### src/rtl/debounce_pkg.sv
// debounce_pkg
// Shared constants and helpers for the slide-switch debouncer.
//   SW_WIDTH         : default number of switch bits
//   DEB_TICK_DIV     : default clock cycles per debounce tick (1 ms at 50 MHz)
//   DEB_STABLE_TICKS : default disagreeing ticks needed to commit a change
//   cnt_width(n)     : bits needed to hold values 0..n
package debounce_pkg;

  localparam int SW_WIDTH         = 12;
  localparam int DEB_TICK_DIV     = 50000;
  localparam int DEB_STABLE_TICKS = 10;

  function automatic int cnt_width(input int n);
    return $clog2(n + 1);
  endfunction

endpackage

### src/rtl/debounce_cell.sv
// debounce_cell
// One switch bit's stability filter. The output level only follows the
// synchronized input after it has disagreed for STABLE_TICKS ticks in a row;
// any agreeing cycle restarts the window.
// Ports:
//   clk, reset : clock and asynchronous active-high reset
//   tick       : one-cycle prescaler strobe shared by all bits
//   sync_bit   : synchronized switch level
//   level      : debounced level
//   changed    : registered one-cycle pulse on the cycle level updates
//   commit     : combinational "level updates on this edge" strobe, used by
//                the parent to register its aggregate pulse alongside changed
module debounce_cell
  import debounce_pkg::*;
#(
  parameter int STABLE_TICKS = DEB_STABLE_TICKS
) (
  input  logic clk,
  input  logic reset,
  input  logic tick,
  input  logic sync_bit,
  output logic level,
  output logic changed,
  output logic commit
);

  localparam int            CW   = cnt_width(STABLE_TICKS);
  localparam logic [CW-1:0] LAST = CW'(STABLE_TICKS - 1);

  logic [CW-1:0] cnt;
  logic [CW-1:0] cnt_next;
  logic          level_next;
  logic          commit_next;

  always_comb begin
    cnt_next    = cnt;
    level_next  = level;
    commit_next = 1'b0;
    if (sync_bit == level) begin
      // Agreement (including bounce back) discards any partial window.
      cnt_next = '0;
    end else if (tick && (cnt == LAST)) begin
      level_next  = sync_bit;
      cnt_next    = '0;
      commit_next = 1'b1;
    end else if (tick) begin
      cnt_next = cnt + CW'(1);
    end
  end

  assign commit = commit_next;

  always_ff @(posedge clk or posedge reset) begin
    if (reset) begin
      cnt     <= '0;
      level   <= 1'b0;
      changed <= 1'b0;
    end else begin
      cnt     <= cnt_next;
      level   <= level_next;
      changed <= commit_next;
    end
  end

endmodule

### src/rtl/switch_debounce.sv
// switch_debounce
// Conditions raw slide switches for the switch PIO: two-flop synchronizer per
// bit, one shared tick prescaler, and a per-bit stability filter.
// Ports:
//   clk        : system clock
//   reset      : asynchronous active-high reset
//   sw_in      : raw asynchronous switch levels
//   sw_out     : debounced levels (to PIO in_port)
//   sw_changed : one-cycle pulse per bit when its sw_out bit updates
//   any_change : OR of sw_changed, asserted in the same cycle
module switch_debounce
  import debounce_pkg::*;
#(
  parameter int WIDTH        = SW_WIDTH,
  parameter int TICK_DIV     = DEB_TICK_DIV,
  parameter int STABLE_TICKS = DEB_STABLE_TICKS
) (
  input  logic             clk,
  input  logic             reset,
  input  logic [WIDTH-1:0] sw_in,
  output logic [WIDTH-1:0] sw_out,
  output logic [WIDTH-1:0] sw_changed,
  output logic             any_change
);

  localparam int            PW       = $clog2(TICK_DIV);
  localparam logic [PW-1:0] PRE_LAST = PW'(TICK_DIV - 1);

  logic [WIDTH-1:0] sync1;
  logic [WIDTH-1:0] sync2;
  logic [PW-1:0]    pre;
  logic             tick;
  logic [WIDTH-1:0] commit;

  assign tick = (pre == PRE_LAST);

  always_ff @(posedge clk or posedge reset) begin
    if (reset) begin
      sync1      <= '0;
      sync2      <= '0;
      pre        <= '0;
      any_change <= 1'b0;
    end else begin
      sync1      <= sw_in;
      sync2      <= sync1;
      pre        <= tick ? '0 : pre + PW'(1);
      // Registered from the cells' commit strobes so it lines up with sw_changed.
      any_change <= |commit;
    end
  end

  generate
    for (genvar gi = 0; gi < WIDTH; gi++) begin : g_cell
      debounce_cell #(
        .STABLE_TICKS(STABLE_TICKS)
      ) u_cell (
        .clk     (clk),
        .reset   (reset),
        .tick    (tick),
        .sync_bit(sync2[gi]),
        .level   (sw_out[gi]),
        .changed (sw_changed[gi]),
        .commit  (commit[gi])
      );
    end
  endgenerate

endmodule
### config.mk
export PLATFORM = sky130hd
export DESIGN_NAME = switch_debounce
export DESIGN_NICKNAME = d
export VERILOG_FILES = /design/src/rtl/debounce_pkg.sv /design/src/rtl/debounce_cell.sv /design/src/rtl/switch_debounce.sv
export SDC_FILE = /design/constraint.sdc
export NUM_CORES = 1
export LEC_CHECK = 0
export BUFFER_PORTS_ARGS = -buffer_cell sky130_fd_sc_hd__buf_4
export CORE_MARGIN = 5
export CORE_UTILIZATION = 35
export CTS_BUF_LIST = sky130_fd_sc_hd__clkbuf_8 sky130_fd_sc_hd__clkbuf_16
export DETAILED_ROUTE_END_ITERATION = 10
export MAX_ROUTING_LAYER = met4
export SYNTH_ARGS = -nofsm -noshare
export SYNTH_HDL_FRONTEND = slang
export SYNTH_SLANG_ARGS = --single-unit
### constraint.sdc
create_clock -name clk -period 4.2 [get_ports clk]
set_clock_uncertainty 0.2 [all_clocks]
set_input_delay 0.63 -clock clk [delete_from_list [all_inputs] [get_ports clk]]
set_output_delay 0.63 -clock clk [all_outputs]
set_load 0.05 [all_outputs]
==> qor.tcl <==
set qor(run_status) {finished, final reports clean}
set qor(synth_area_per_cell_um2) 10.63
set qor(synthesis.yosys.warnings) 0
set qor(timing.final.crit_share) 0.6939
set qor(yosys.area_share.xor_xnor) 0.04188
set qor(first_iter_violations) 262
set qor(worstPathRequired_ns) 4.33
set qor(synth_fa_ha_area_frac) 0.05982
set qor(p_per_area_nw_per_um2) 421.2
set qor(worst_setup_path_start_kind) {flop}
set qor(cts-root-buf) {clkbuf_16}
set qor(nets) 554
set qor(hold_path.class) {input pin to flop}
set qor(capturing_element_type_of_the_critical_path) {flop}
set qor(ys_dominant_reg_cell) {dfrtp_1}
set qor(cts-htree-levels) 4
set qor(basic_gate_share_of_the_synthesized_area_counting_and_or_nand_and_nor_cells) 0.1797
set qor(first_pass_grt_wire_length_um) 16950
set qor(synthDominantAreaCellType) {dfrtp_1}
set qor(horizontal_die_dimension_um) 132.2
set qor(report.final.hold_viol_count) 0
set qor(rsz0062_at_grt) {false}
set qor(final.min_clock_period_ns) 2.914
set qor(die_h_um) 132.2
set qor(portBuffers) 38
set qor(grt_usage) 0.1215
set qor(synth.top_cells.by_area) {dfrtp_1, ha_1, nand3b_1}
set qor(cts_sinks) 113
set qor(vias) 3536
set qor(tritoncts) {built}
set qor(synth_top_cell_area_share) 0.5408
set qor(viasPerCell) 4.973
set qor(clk_latency_ns) 0.41
set qor(cts_post_setup_buffers_inserted) 0
set qor(coreArea_um2) 14590
set qor(insertedDiodeCount) 0
set qor(total_leakage_power_nw) 2.725
set qor(maxSlewHeadroom) 0.4854
set qor(muxShareOfSynthArea) 0.02584
set qor(floorplan.initialDensity) 0.3584
set qor(fmaxAchievable_mhz) 343.1
set qor(cell_area_reported_after_detailed_placement_um2) 5550
set qor(synth-compound-area-share) 0.08830
set qor(dp_hpwl_um) 6224
set qor(ys_types) 32
set qor(pin_count) 39
set qor(detail_route.first_pass.iterations) 4
set qor(cts_inserted_buffers) 17
set qor(postRouteWirelength_um) 9793
set qor(final.setup.tns_ns) 0
set qor(number_of_hold_repair_buffers_added_at_the_cts_stage) 0
set qor(post-route-drc-count) 0
set qor(synth.net_count) 531
set qor(synth-seq-cells) 113
set qor(antenna_found_initial) 0
set qor(first_global_vias) 3698
set qor(worst-slew-pin-transition_ns) 0.7719
set qor(post_cts.resized_instances) 0
set qor(criticalPathCategory) {flop to flop}
set qor(synth-edff-count) 0
set qor(gr-total-overflow) 0
set qor(placementRows) 44
set qor(critPathMaxFanout) 76
set qor(timing.final.max_slew_violations) 0
set qor(routabilityCongestion) 0.7922
set qor(ant_nets) 0
set qor(synth_sequential_area_ratio) 0.5408
set qor(final_design_area_no_fill_um2) 6153
set qor(share_of_synthesized_flip_flops_with_an_asynchronous_set_or_reset) 1.000
set qor(post_synth_inst_count) 492
set qor(drv_cap) 0
set qor(finalSetupViolations) 0
set qor(synth.cell_area_um2) 5229
set qor(ir_drop_mv) 0.3125
set qor(fin_util) 0.4218
set qor(layout_cells_sized_above_1) 0.1632
set qor(clk_transition_reported_paths_ns) 0.05
set qor(worst-endpoint-arrival_ns) 3.04
set qor(grt_start_max_net_pins) 77
set qor(clock_path_buffers) 2
set qor(design.die.area_um2) 17480
set qor(syn2layout_area_growth_pct) 17.68
set qor(route.detailed.wl_per_inst_um) 13.77
set qor(synth_top_family_by_area) {simple AND/OR/NAND/NOR gates}
==> flip-flops by register name, indices dropped and copies added (netlist names) <==
signal / cells
any_change: 1
g_cell.u_cell.changed: 12
g_cell.u_cell.cnt: 48
g_cell.u_cell.level: 12
pre: 16
sync1: 12
sync2: 12
==> logic make-up after synthesis <==
kind of cell    after synthesis
mux                          12
flops                       113
simple gates                172
buf+inv                      64
fa+ha+maj                    25
xor+xnor                     25
compound gates               81
==> synthesized netlist by cell type (all sizes together), types with 2 or more instances <==
cell type / number
nor3: 11
o22ai: 5
nand3b: 33
a31oi: 13
o21a: 11
nor2: 38
or4b: 2
nand3: 15
dfrtp: 113
nand2: 43
o21ai: 13
mux2: 12
or3: 3
nor4: 3
or4: 3
nand4b: 12
xor2: 9
buf: 26
inv: 26
xnor2: 16
a21oi: 37
nand4: 6
clkbuf: 12
ha: 25
==> cell type report <==
cell class / instances / area (um^2)
Clock buffer: 24 / 521.8
Clock inverter: 7 / 81.33
Fill cell: 1373 / 8436
Inverter: 26 / 100.1
Multi-Input combinational cell: 315 / 2077
Sequential cell: 113 / 2828
Tap cell: 184 / 230.2
Timing Repair Buffer: 42 / 315.3
==> critical path, stage by stage (launching register included) <==
cell,delay (ns)
dfrtp_1,0.40
or4_4,0.56
or4_4,0.85
or4b_1,0.62
a31oi_1,0.17
==> metal layers <==
metal  GRT usage  vias to the layer above  share of wire
li1            -                     1725              -
met1      0.1400                     1743           0.46
met2      0.1873                       51           0.48
met3     0.03969                       17          0.037
met4     0.06674                        0          0.021
met5           -                        -              0
==> per-stage QoR <==
step / setup WS, ns / power (mW) / cells / hold slack (ns)
2_1_floorplan: 0.3826 / 1.154 / 492 / 0.1312
3_3_place_gp: 1.318 / 1.177 / 680 / 0.1334
3_5_place_dp: 1.295 / 1.178 / 680 / 0.1347
4_1_cts: 1.282 / 2.630 / 711 / 0.1013
5_1_grt: 1.191 / 2.685 / 711 / 0.1003
6_report: 1.286 / 2.592 / 711 / 0.1225
==> report_power, final <==
group	internal, mW	leakage, nW	switching [mW]	total (mW)
Clock	0.970	0.312	0.465	1.43
Sequential	1.10	1.51	0.00501	1.11
Combinational	0.0149	0.904	0.0347	0.0496
Total	2.09	2.72	0.505	2.59
==> worst paths after layout <==
kind | start | endpoint | cells after the start | slack, ns
hold reg to reg | sync1[2] | sync2[2] | 0 | 0.14
setup / recovery | pre[12] | g_cell[8].u_cell.cnt[3] | 4 | 1.29
max in group asynchronous | reset | g_cell[9].u_cell.cnt[1] | 3 | 2.76
hold / removal | sw_in[9] | sync1[9] | 1 | 0.12
setup reg to reg | pre[12] | g_cell[8].u_cell.cnt[3] | 4 | 1.29
min in group asynchronous | reset | sync1[8] | 2 | 0.17
==> cell usage in the layout (no fill, tap or decap), drive strengths merged, types with 15 or more instances in the layout <==
cell type,n
inv,29
clkbuf,24
buf,42
nand3b,33
nand3,15
dfrtp,113
ha,25
xnor2,16
nand2,43
a21oi,37
nor2,38
Note: power is estimated with default switching activity, not from simulation.
